--- config.mk ---
export PLATFORM = sky130hd
export DESIGN_NAME = uart_tx_param
export DESIGN_NICKNAME = d
export VERILOG_FILES = /design/src/rtl/uart_pkg.sv /design/src/rtl/uart_tx_fifo.sv /design/src/rtl/uart_tx_param.sv
export SDC_FILE = /design/constraint.sdc
export NUM_CORES = 1
export LEC_CHECK = 0
export CAP_MARGIN = 20
export CORE_MARGIN = 8
export CORE_UTILIZATION = 59
export CTS_CLUSTER_DIAMETER = 40
export DETAILED_ROUTE_END_ITERATION = 16
export PLACE_DENSITY = 0.86
export SLEW_MARGIN = 20
export SYNTH_ARGS = -nofsm -noshare
export SYNTH_HDL_FRONTEND = slang
export SYNTH_SLANG_ARGS = --single-unit
--- constraint.sdc ---
create_clock -name clk -period 6.6 [get_ports clk]
set_input_delay 1.98 -clock clk [delete_from_list [all_inputs] [get_ports clk]]
set_output_delay 1.98 -clock clk [all_outputs]
set_load 0.05 [all_outputs]
--- src/rtl/uart_pkg.sv ---
// Shared definitions for the parametrised UART transmitter.
// Holds the parity_mode encodings, the transmit FSM state type and the
// minimum supported data length.
package uart_pkg;

  localparam int unsigned DATA_MIN = 5;

  typedef enum logic [1:0] {
    PAR_NONE = 2'd0,
    PAR_EVEN = 2'd1,
    PAR_ODD  = 2'd2,
    PAR_RSVD = 2'd3
  } parity_e;

  typedef enum logic [2:0] {
    IDLE,
    START,
    DATA,
    PARITY,
    STOP
  } tx_state_e;

endpackage

--- src/rtl/uart_tx_fifo.sv ---
// Synchronous FIFO feeding the UART shifter.
// Ports:
//   clk, rst        clock, synchronous active-low reset
//   push, wdata     write request and data (ignored when full unless popping)
//   pop, rdata      read request; rdata is registered and valid the cycle after pop
//   full, empty     occupancy flags
//   level           number of entries held
module uart_tx_fifo #(
  parameter int unsigned WIDTH = 9,
  parameter int unsigned DEPTH = 4
) (
  input  logic                      clk,
  input  logic                      rst,
  input  logic                      push,
  input  logic [WIDTH-1:0]          wdata,
  input  logic                      pop,
  output logic [WIDTH-1:0]          rdata,
  output logic                      full,
  output logic                      empty,
  output logic [$clog2(DEPTH):0]    level
);

  localparam int unsigned AW = $clog2(DEPTH);

  logic [WIDTH-1:0] mem_q [DEPTH];
  logic [WIDTH-1:0] mem_d [DEPTH];
  logic [AW-1:0]    wr_ptr_q, wr_ptr_d;
  logic [AW-1:0]    rd_ptr_q, rd_ptr_d;
  logic [AW:0]      level_q, level_d;
  logic [WIDTH-1:0] rdata_q, rdata_d;
  logic             do_push, do_pop;

  assign empty = (level_q == '0);
  assign full  = (level_q == (AW+1)'(DEPTH));
  assign level = level_q;
  assign rdata = rdata_q;

  always_comb begin
    do_pop   = pop && !empty;
    // A pop frees the slot being written, so push-while-full is legal then.
    do_push  = push && (!full || do_pop);
    mem_d    = mem_q;
    wr_ptr_d = wr_ptr_q;
    rd_ptr_d = rd_ptr_q;
    rdata_d  = rdata_q;
    level_d  = level_q;
    if (do_push) begin
      mem_d[wr_ptr_q] = wdata;
      wr_ptr_d        = wr_ptr_q + 1'b1;
    end
    if (do_pop) begin
      rdata_d  = mem_q[rd_ptr_q];
      rd_ptr_d = rd_ptr_q + 1'b1;
    end
    case ({do_push, do_pop})
      2'b10:   level_d = level_q + 1'b1;
      2'b01:   level_d = level_q - 1'b1;
      default: level_d = level_q;
    endcase
  end

  always_ff @(posedge clk) begin
    mem_q <= mem_d;
  end

  always_ff @(posedge clk) begin
    if (!rst) begin
      wr_ptr_q <= '0;
      rd_ptr_q <= '0;
      level_q  <= '0;
      rdata_q  <= '0;
    end else begin
      wr_ptr_q <= wr_ptr_d;
      rd_ptr_q <= rd_ptr_d;
      level_q  <= level_d;
      rdata_q  <= rdata_d;
    end
  end

endmodule

--- src/rtl/uart_tx_param.sv ---
// UART transmitter with run-time data length, parity and stop-bit count.
// Ports:
//   clk, rst           clock, synchronous active-low reset
//   clk_div            clk cycles per bit (0 and 1 both mean 1)
//   data_bits          data length, clamped to DATA_MIN..DATA_MAX
//   parity_mode        0 none, 1 even, 2 odd, 3 none
//   stop2              two stop bits when set
//   tx_data, tx_valid  word push; accepted when tx_ready
//   tx_ready           FIFO not full
//   tx                 registered serial output, idle high
//   clear_req          pulse when a word moves from FIFO to the shifter
//   tx_done            pulse in the last cycle of the final stop bit
//   busy               frame in progress or FIFO non-empty
//   fifo_level         FIFO occupancy
module uart_tx_param
  import uart_pkg::*;
#(
  parameter int unsigned DATA_MAX   = 9,
  parameter int unsigned FIFO_DEPTH = 4,
  parameter int unsigned DIV_W      = 32
) (
  input  logic                          clk,
  input  logic                          rst,
  input  logic [DIV_W-1:0]              clk_div,
  input  logic [3:0]                    data_bits,
  input  logic [1:0]                    parity_mode,
  input  logic                          stop2,
  input  logic [DATA_MAX-1:0]           tx_data,
  input  logic                          tx_valid,
  output logic                          tx_ready,
  output logic                          tx,
  output logic                          clear_req,
  output logic                          tx_done,
  output logic                          busy,
  output logic [$clog2(FIFO_DEPTH):0]   fifo_level
);

  tx_state_e           state_q, state_d;
  logic [DIV_W-1:0]    cnt_q, cnt_d;
  logic [DIV_W-1:0]    div_q, div_d, div_eff;
  logic [3:0]          bit_q, bit_d;
  logic [3:0]          nbits_q, nbits_d, nbits_clamp;
  logic [1:0]          pmode_q, pmode_d;
  logic                stop2_q, stop2_d;
  logic                par_q, par_d;
  logic                tx_q, tx_d;
  logic [DATA_MAX-1:0] shift_q, shift_d;
  logic [DATA_MAX-1:0] data_mask, fifo_rdata, word;
  logic                fifo_push, fifo_pop, fifo_full, fifo_empty;
  logic                cnt_last, par_en, stop_last, launch, done;

  assign tx_ready  = !fifo_full;
  assign fifo_push = tx_valid && tx_ready;
  assign tx        = tx_q;
  assign clear_req = fifo_pop;
  assign tx_done   = done;
  assign busy      = (state_q != IDLE) || !fifo_empty;

  uart_tx_fifo #(
    .WIDTH (DATA_MAX),
    .DEPTH (FIFO_DEPTH)
  ) u_fifo (
    .clk   (clk),
    .rst   (rst),
    .push  (fifo_push),
    .wdata (tx_data),
    .pop   (fifo_pop),
    .rdata (fifo_rdata),
    .full  (fifo_full),
    .empty (fifo_empty),
    .level (fifo_level)
  );

  always_comb begin
    div_eff = (clk_div > DIV_W'(1)) ? clk_div : DIV_W'(1);
    if (data_bits < 4'(DATA_MIN)) begin
      nbits_clamp = 4'(DATA_MIN);
    end else if (data_bits > 4'(DATA_MAX)) begin
      nbits_clamp = 4'(DATA_MAX);
    end else begin
      nbits_clamp = data_bits;
    end
    for (int unsigned i = 0; i < DATA_MAX; i++) begin
      data_mask[i] = (i < 32'(nbits_q));
    end
    word      = fifo_rdata & data_mask;
    cnt_last  = (cnt_q == div_q - DIV_W'(1));
    par_en    = (pmode_q == PAR_EVEN) || (pmode_q == PAR_ODD);
    stop_last = stop2_q ? (bit_q == 4'd1) : 1'b1;
  end

  always_comb begin
    state_d  = state_q;
    cnt_d    = cnt_last ? '0 : cnt_q + 1'b1;
    bit_d    = bit_q;
    div_d    = div_q;
    nbits_d  = nbits_q;
    pmode_d  = pmode_q;
    stop2_d  = stop2_q;
    par_d    = par_q;
    shift_d  = shift_q;
    tx_d     = tx_q;
    fifo_pop = 1'b0;
    launch   = 1'b0;
    done     = 1'b0;

    case (state_q)
      IDLE: begin
        cnt_d = '0;
        tx_d  = 1'b1;
        if (!fifo_empty) launch = 1'b1;
      end
      START: begin
        // The FIFO read port is registered, so the popped word is only
        // visible here; the shifter and parity are loaded as START ends.
        if (cnt_last) begin
          shift_d = word;
          par_d   = (^word) ^ (pmode_q == PAR_ODD);
          tx_d    = word[0];
          bit_d   = '0;
          state_d = DATA;
        end
      end
      DATA: begin
        if (cnt_last) begin
          if (bit_q == nbits_q - 4'd1) begin
            bit_d = '0;
            if (par_en) begin
              tx_d    = par_q;
              state_d = PARITY;
            end else begin
              tx_d    = 1'b1;
              state_d = STOP;
            end
          end else begin
            bit_d   = bit_q + 4'd1;
            shift_d = shift_q >> 1;
            tx_d    = shift_q[1];
          end
        end
      end
      PARITY: begin
        if (cnt_last) begin
          bit_d   = '0;
          tx_d    = 1'b1;
          state_d = STOP;
        end
      end
      STOP: begin
        if (cnt_last) begin
          if (stop_last) begin
            done = 1'b1;
            if (!fifo_empty) begin
              launch = 1'b1;
            end else begin
              tx_d    = 1'b1;
              state_d = IDLE;
            end
          end else begin
            bit_d = bit_q + 4'd1;
          end
        end
      end
      default: begin
        tx_d    = 1'b1;
        state_d = IDLE;
      end
    endcase

    // Pop and configuration capture shared by IDLE and back-to-back STOP.
    if (launch) begin
      fifo_pop = 1'b1;
      div_d    = div_eff;
      nbits_d  = nbits_clamp;
      pmode_d  = parity_mode;
      stop2_d  = stop2;
      cnt_d    = '0;
      bit_d    = '0;
      tx_d     = 1'b0;
      state_d  = START;
    end
  end

  always_ff @(posedge clk) begin
    if (!rst) begin
      state_q <= IDLE;
      cnt_q   <= '0;
      bit_q   <= '0;
      div_q   <= DIV_W'(1);
      nbits_q <= 4'(DATA_MIN);
      pmode_q <= '0;
      stop2_q <= 1'b0;
      par_q   <= 1'b0;
      shift_q <= '0;
      tx_q    <= 1'b1;
    end else begin
      state_q <= state_d;
      cnt_q   <= cnt_d;
      bit_q   <= bit_d;
      div_q   <= div_d;
      nbits_q <= nbits_d;
      pmode_q <= pmode_d;
      stop2_q <= stop2_d;
      par_q   <= par_d;
      shift_q <= shift_d;
      tx_q    <= tx_d;
    end
  end

endmodule

==> results of run 1 <==
worst min-delay path by stage:
stage	from	end	slack, ps
after floorplan	shift_q[8]	shift_q[8]	440
after global placement	shift_q[5]	shift_q[5]	450
after detailed placement	shift_q[2]	shift_q[2]	460
after CTS	shift_q[2]	shift_q[2]	470
after global routing	shift_q[2]	shift_q[2]	480
final	shift_q[4]	shift_q[4]	460
where the power goes:
part | switching [µW] | internal (µW) | total [µW]
sequential | 191 | 1030 | 1220
clock | 418 | 540 | 958
combinational | 893 | 612 | 1510
total | 1500 | 2190 | 3690
area by class of cell:
| class | count | area, µm² |
|---|---|---|
| clock inverters | 15 | 169 |
| clock buffers | 17 | 425 |
| inverters | 25 | 93.8 |
| well taps | 172 | 215 |
| repair buffers | 66 | 653 |
| fillers | 963 | 3730 |
| flip-flops and latches | 140 | 3160 |
| multi-input cells | 643 | 4110 |
critical path, stage by stage, from the launching register on:
cell and delay [ps]:
dfxtp_1 350, inv_1 70, ha_1 200, or4b_2 660, or4_4 590, nor3_1 250, xnor2_1 190, nor4bb_1 240
nand4_1 120, buf_4 200, o31a_1 250, nor2_1 470, buf_12 210
through the flow:
step / total power, µW / std cells
floorplan: 2330 / 861
global placement: 2660 / 1046
detailed placement: 2700 / 1046
CTS: 3670 / 1078
global route: 3900 / 1078
finish: 3690 / 1078
cells by family after synthesis:
| group | after synthesis |
|---|---|
| muxes | 24 |
| buffers and inverters | 78 |
| xor gates and xnor gates | 81 |
| DFF | 140 |
| adders and majority gates | 14 |
| AOI/OAI and AO/OA | 181 |
| and+or+nand+nor | 343 |
flip-flops by register name, indices dropped and copies added, names as in the netlist:
signal           flops
u_fifo.mem_q        36
cnt_q               32
div_q               32
u_fifo.rdata         9
shift_q              8
bit_q                4
nbits_q              4
state_q              3
u_fifo.level         3
pmode_q              2
u_fifo.rd_ptr_q      2
u_fifo.wr_ptr_q      2
par_q                1
stop2_q              1
tx                   1
layer usage:
metal / GRT usage [%] / share of wire (%)
met5: 0 / 0
met1: 28.0 / 43
met2: 37.2 / 46
met4: 8.15 / 1.7
met3: 9.12 / 10
cells in the mapped netlist (all sizes together), types with 3 or more instances:
library cell  number
a211oi             5
a21o               5
a21oi             67
and2               5
and3              19
and4               3
buf                8
clkbuf            45
dfxtp            104
edfxtp            36
ha                13
inv               25
mux2i             13
mux4               9
nand2             60
nand2b            12
nand3             66
nand4             14
nor2              73
nor2b              6
nor3              24
nor4              20
nor4b              3
o211ai             6
o21a               3
o21ai             72
o31a               3
o31ai              5
or2                5
or3               11
or4               14
xnor2             43
xor2              38
timing repair:
action / CTS / global route
hold buffers: 0 / 0
endpoints found under the setup margin: 0 / 1
resized for setup: 0 / 1
==> results.md, run 1 <==
Synthesis:
- Multiplexer cells account for under 10% of the synthesized area.
- The synthesized design contains 36 enable-type register cells.
- Among all flip-flop cells after synthesis, the most frequent one is dfxtp_1.
- The total standard cell area after synthesis is between 7000 and 8000 µm².
- The xor/xnor share of the synthesized area is 9.35%.
- After Yosys synthesis, full adders, half adders and majority gates account for 2.41% of the synthesized area.
- Ranked by total cell area, the synthesized netlist is headed by dfxtp_1, edfxtp_1, xnor2_1, o21ai_0, a21oi_1.
- Counting distinct cell types in the post-synthesis netlist gives 64.
- The share of flip-flops with an asynchronous set or reset after synthesis is 0%.
- The combinational family with the most area after synthesis is simple AND/OR/NAND/NOR gates.
- The synthesized netlist devotes 23.7% of its cell area to simple gates.
- The synthesized netlist devotes between 10% and 20% of its cell area to compound gates.
- The number of nets produced by synthesis is 926.
- Dividing the synthesized area by the synthesized cell count gives 8.81 µm².
- The count of mapped cells out of synthesis is between 800 and 900.
- Sequential elements use 41.7% of the synthesized area.
- The portion of synthesized cell area occupied by the leading cell type is between 20% and 30%.
- The number of register bits inferred by synthesis is 140.
- Of all cell types, the one taking the most synthesized area is dfxtp_1.
- During synthesis, Yosys emitted a total of 0 warnings.

Timing:
- The worst path in the final design needs a cycle of between 6000 and 7000 ps, including I/O delays and setup.
- Final hold analysis gives a worst-case slack of ~460 ps.
- The highest clock frequency the design can meet is between 0.15 and 0.2 GHz.
- The post-route setup TNS is 0 ps.
- The number of failing hold endpoints at the final stage is 0.
- The final critical path takes up 94.5% of the cycle.
- Setup violations remaining at the end of the flow were counted as 0.
- The post-route worst setup slack is between 300 and 400 ps.
- The final number of max-transition violations was 0.
- Setup repair after global routing left no endpoint under its margin.
- The slew at the pin with the worst max-slew slack is 892 ps.
- The worst slew margin relative to its limit is about 40%.
- The clock tree skew after final layout is 12.0 ps.

Clocking:
- TritonCTS built the clock tree.
- The total clock sinks is 140.
- CTS placed an instance of clkbuf_16 at the clock tree root.
- The worst-case clock buffer depth is 2.
- Clock-pin slew was measured on the worst setup and hold paths at about 60 ps.
- The H-tree was split into 4 levels.
- TritonCTS created 17 clock buffers.
- The clock latency reported for the late side of the worst-skew pair is 440 ps.
- The post-CTS setup buffer count is 0.

Layout:
- The number of diodes added for antenna fixing is 0.
- In the layout the commonest cells are dfxtp_1, nor2_1, o21ai_0, a21oi_1, nand3_1.
- In the final layout, the share of cells above drive strength 1 is about 7.7%.
- The library cell used most frequently in the layout, excluding fill and tap cells, is dfxtp_1.
- The post-synthesis to final-layout area growth is 16.4%.
- Measured on the finished design, the core utilization comes to a little over two thirds.
- The finished cells cover a little under 9000 µm².
- The final layout net count is 958.

Setup path:
- STA classifies the critical path endpoint as a primary output.
- The data required time at the worst endpoint is approximately 4600 ps.
- The number of cells on the worst reg-to-reg path is 18.
- Data on the critical path arrives at its endpoint at 4260 ps.
- The startpoint type of the worst setup path is a register.
- In this run the worst setup path begins at div_q[0].
- In this run the critical register-to-register path is captured at u_fifo.level[2].
- The worst setup path is of the register to primary output kind.
- The launch point of the worst reg-to-reg path is div_q[0].
- The most critical setup path has its endpoint at clear_req.
- The maximum fanout count along the critical path is 9.
- The slack of the worst reg-to-reg path is about 1600 ps.

GRT:
- Summed over all layers, the global routing overflow is 0.
- The global-route wire length before repair is ~30,000 µm.
- Across every metal layer, demand over resource in global routing totals a little under a quarter.
- Entering global routing, the biggest net connects 56 pins.
- The number of antenna violations at the first check in global routing came to 0.
- The via count of the first global-routing pass is 6,261.

Place:
- The placed standard-cell area is ~8200 µm².
- The final HPWL from detailed placement is approximately 13,000 µm.
- The number of buffers inserted by port buffering is 58.
- The routability congestion estimate from global placement is roughly 0.96.
- Prior to clock tree synthesis, the placed netlist has a worst setup slack of 654 ps.

Hold path:
- The worst hold path class is register to register.
- The worst hold path was traced through 2 stages.

Route:
- After detailed routing, the average wire length per cell comes to about 17 µm.
- The count of vias placed by the detailed router is approximately 6,600.
- In the routed design, unresolved DRC markers number 0.
- The ratio of routed vias to standard cells is between 6 and 7.
- The routed design has between 15,000 and 20,000 µm of wire.
- The number of DRC violations after detailed-routing iteration 0 is 645.
- The number of nets with antenna violations after detailed routing is 0.
- Before antenna repair, the detailed router went through 5 iterations.

Floorplanning:
- Row generation in the floorplan step produced just over 40 rows.
- The horizontal die dimension is 129 µm.
- The effective utilization at floorplan is 60.4%.
- The total core area is ~13,000 µm².
- In this run the vertical extent of the chip is between 100 and 150 µm.
- During I/O placement, the number of pins put on the boundary was between 50 and 60.
- The area of the die is between 15,000 and 20,000 µm².

Power:
- Dividing total power by cell area gives a power density of 417 nW/µm².
- The maximum resistive drop on vdd is 0.000265 V.
- Summed over all cells, the static leakage comes to about 0.0031 µW.

Status:
- The run finished with clean final reports.

Flow run:
- The number of max-cap violations is 0.
Note: power is estimated with default switching activity, not from simulation.
==> run 2, diff against run 1 <==
==> constraint.sdc (replaced) <==
create_clock -name clk -period 6.11 [get_ports clk]
set_input_delay 1.833 -clock clk [delete_from_list [all_inputs] [get_ports clk]]
set_output_delay 1.833 -clock clk [all_outputs]
set_load 0.05 [all_outputs]
==> run 2 against run 1 <==
Compared with the run above: core utilization is essentially flat; cell count is essentially flat; via count grew 1.0%; register-to-register slack lost 470 ps; setup slack lost 120 ps; clock power grew 8%; sequential power grew 9%; critical path depth shrank 1; non-clock buffer count grew 1; hold slack lost 4.8 ps; first-iteration DRC count grew 13%; combinational power grew 9%; largest power group unchanged.
==> results.md, run 2 (synthesis results as in run 1) <==
Place:
- The routability congestion estimate from global placement is ~0.96.
- Prior to clock tree synthesis, the placed netlist has a worst setup slack of 611 ps.
- During placement, the flow inserted port buffers numbering between 50 and 60.
- The final HPWL from detailed placement is 13,400 µm.

Route:
- The detailed-route wire length is 19,200 µm.
- The DRC violation count after routing is 0.
- The count of nets left with antenna violations once routing finished came out at 0.
- The first detailed-routing pass ran for 6 iterations.
- The detail-routed net length per standard cell is roughly 18 µm.
- The first routing iteration left between 700 and 800 violations.
- The count of vias placed by the detailed router is 6,635.
- The ratio of routed vias to standard cells is approximately 6.1.

Floorplanning:
- Measured along the y axis, the die boundary spans 129 µm.
- Once the floorplan was initialized, standard cells occupied between 60% and 70% of the core.
- The area of the die is between 15,000 and 20,000 µm².
- The total core area is approximately 13,000 µm².
- For this design the top-level I/O count stands at slightly below 60.
- The die is 129 µm wide.
- The placement row count is around 40.

Timing:
- The highest clock frequency the design can meet is 0.171 GHz.
- Setup repair after global routing left no endpoint under its margin.
- On the final layout, the worst clock skew is around 9 ps.
- The slew at the pin with the worst max-slew slack is 970 ps.
- The worst slew margin relative to its limit is 34.8%.
- Counting I/O delays and the setup requirement, the final critical path takes 5860 ps.
- The post-route worst setup slack is between 200 and 250 ps.
- After routing, the total negative slack on setup checks comes to 0 ps.
- The final number of max-transition violations is 0.
- The final setup violation count is 0.
- The period utilization is between 90% and 100%.
- The number of failing hold endpoints at the final stage is 0.

Power:
- Power spread over the standard cell area amounts to roughly 450 nW/µm².
- For this design the static power due to leakage is 0.00313 µW.
- The maximum resistive drop on vdd is around 0.00031 V.

Flow run:
- Across the run, the number of max-cap violations was 0.

Status:
- The run finished with clean final reports.

Layout:
- The largest register by flop count is u_fifo.mem_q.
- The final layout net count is between 900 and 1,000.
- In the layout the commonest cells are dfxtp_1, nor2_1, o21ai_0, a21oi_1, nand3_1.
- For this run, the share of the core covered by cells in the final layout is 70.2%.
- In the final layout, the registers with the most flip-flops are u_fifo.mem_q x36, cnt_q x32, div_q x32.
- The post-synthesis to final-layout area growth is 16.4%.
- The share of final-layout standard cells stronger than drive strength 1 is around 8%.
- The register with the most flip-flops in the layout has 36 of them.
- The most common library cell in the layout ignoring fill and taps is dfxtp_1.
- The number of diodes added for antenna fixing is 0.

GRT:
- Entering global routing, the biggest net connects between 50 and 60 pins.
- The total routing usage reported by global routing is a little under a quarter.
- The global-route wire length before repair is between 30,000 and 40,000 µm.
- The via count of the first global-routing pass was 6,302.
- The number of antenna violations at the first check in global routing was 0.
- The global-route congestion overflow total is 0.

Clocking:
- For this design, the CTS-stage hold fixing added 0 buffers.
- Counting along the longest clock path gives a buffer depth of 2.
- Clock latency on the worst-skew pair, taken at its later pin, is 440 ps.
- The H-tree depth is 4.
- The CTS tree is yes.
- The number of clock buffers inserted by TritonCTS is 17.
- For this design, the sink count on the clock tree is between 100 and 150.
- The tree is rooted in a clkbuf_16.
- The post-CTS setup buffer count is 0.
- Clock-pin slew was measured on the worst setup and hold paths at about 60 ps.

Setup path:
- Counting both buffers and inverters, the worst setup path holds a total of 2.
- The worst setup path is captured at a primary output.
- The critical path goes through inv_1, ha_1, or4b_2, or4_4, nor4_1, a211oi_1, a211oi_2, o211ai_4, o31a_1, nor2_2, buf_12.
- The worst register-to-register path begins at div_q[0].
- The kind of cell with the highest combined delay along the critical path is simple AND/OR/NAND/NOR gates.
- On the worst path, the slowest cell contributes a delay of roughly 670 ps.
- STA classifies the critical path startpoint as a register.
- The beginning of the critical path is div_q[0].
- The arrival time reported for the critical path endpoint is between 4000 and 5000 ps.
- The largest individual stage delay along the critical path comes from the cell or4b_2.
- Along the worst path, the maximum fanout reaches 10.
- The critical setup path kind is register to primary output.
- The data required time at the worst endpoint is between 4000 and 5000 ps.

Hold path:
- The origin of the worst min-delay path is shift_q[7].
- The tightest min-delay check is of the register to register type.
[run 2: changes by cell type in the layout (fill, tap and decap cells not counted), sizes merged]
cell,before,now
buf,9,11
bufinv,1,0
clkbuf,17,18
clkinvlp,1,0
dlymetal6s2s,1,0
inv,36,37
[run 2: per-stage QoR]
stage	instances	total power (µW)	hold slack (ps)	cell area (µm²)
after floorplan	861	2520	438	7590
after global placement	1047	2900	449	8240
after detailed placement	1047	2930	455	8240
after CTS	1079	3980	464	8820
after global routing	1079	4220	481	8830
final	1079	4010	458	8830
[run 2: layout make-up]
class                   instances  area (µm²)
clock buffers                  18         450
clock inverters                14         134
fillers                       952        3740
inverters                      25        93.8
multi-input cells             643        4120
flip-flops and latches        140        3160
well taps                     172         215
repair buffers                 67         656
[run 2: path summary, 6_finish.rpt]
path                      to  slack [ps]  depth (start not counted)
max reg2reg  u_fifo.level[2]        1140                         17
max                clear_req         250                         11
min reg2reg       shift_q[7]         460                          2
min               shift_q[7]         460                          2
[run 2: repair_timing]
| action | in CTS | in global routing |
|---|---|---|
| hold endpoints to repair | 0 | 0 |
| endpoints found under the setup margin | 0 | 1 |
| gates resized for setup | 0 | 1 |
[run 2: report_power, final]
group          internal [µW]  switching [µW]
registers               1120             211
logic                    664             987
clock network            567             463
[run 2: per-layer routing]
layer	track usage [%]	vias to the layer above	wire length, µm
met5	0	-	0
met3	6.49	41	1790
met1	30.1	3133	8070
met4	8.36	0	383
li1	-	3161	-
met2	38.7	300	8960
[run 2: worst register-to-register path, stage by stage (launching register included)]
cell and delay (ps):
dfxtp_1 340, inv_1 70, ha_1 210, or4b_2 670
or4_4 590, nor4_1 250, a211oi_1 120, a211oi_2 310
o211ai_4 180, o31a_1 350, buf_4 300, nor2_1 210
ha_1 210, inv_1 70, fa_1 400, xor2_1 160
or3_1 310, a21oi_1 140
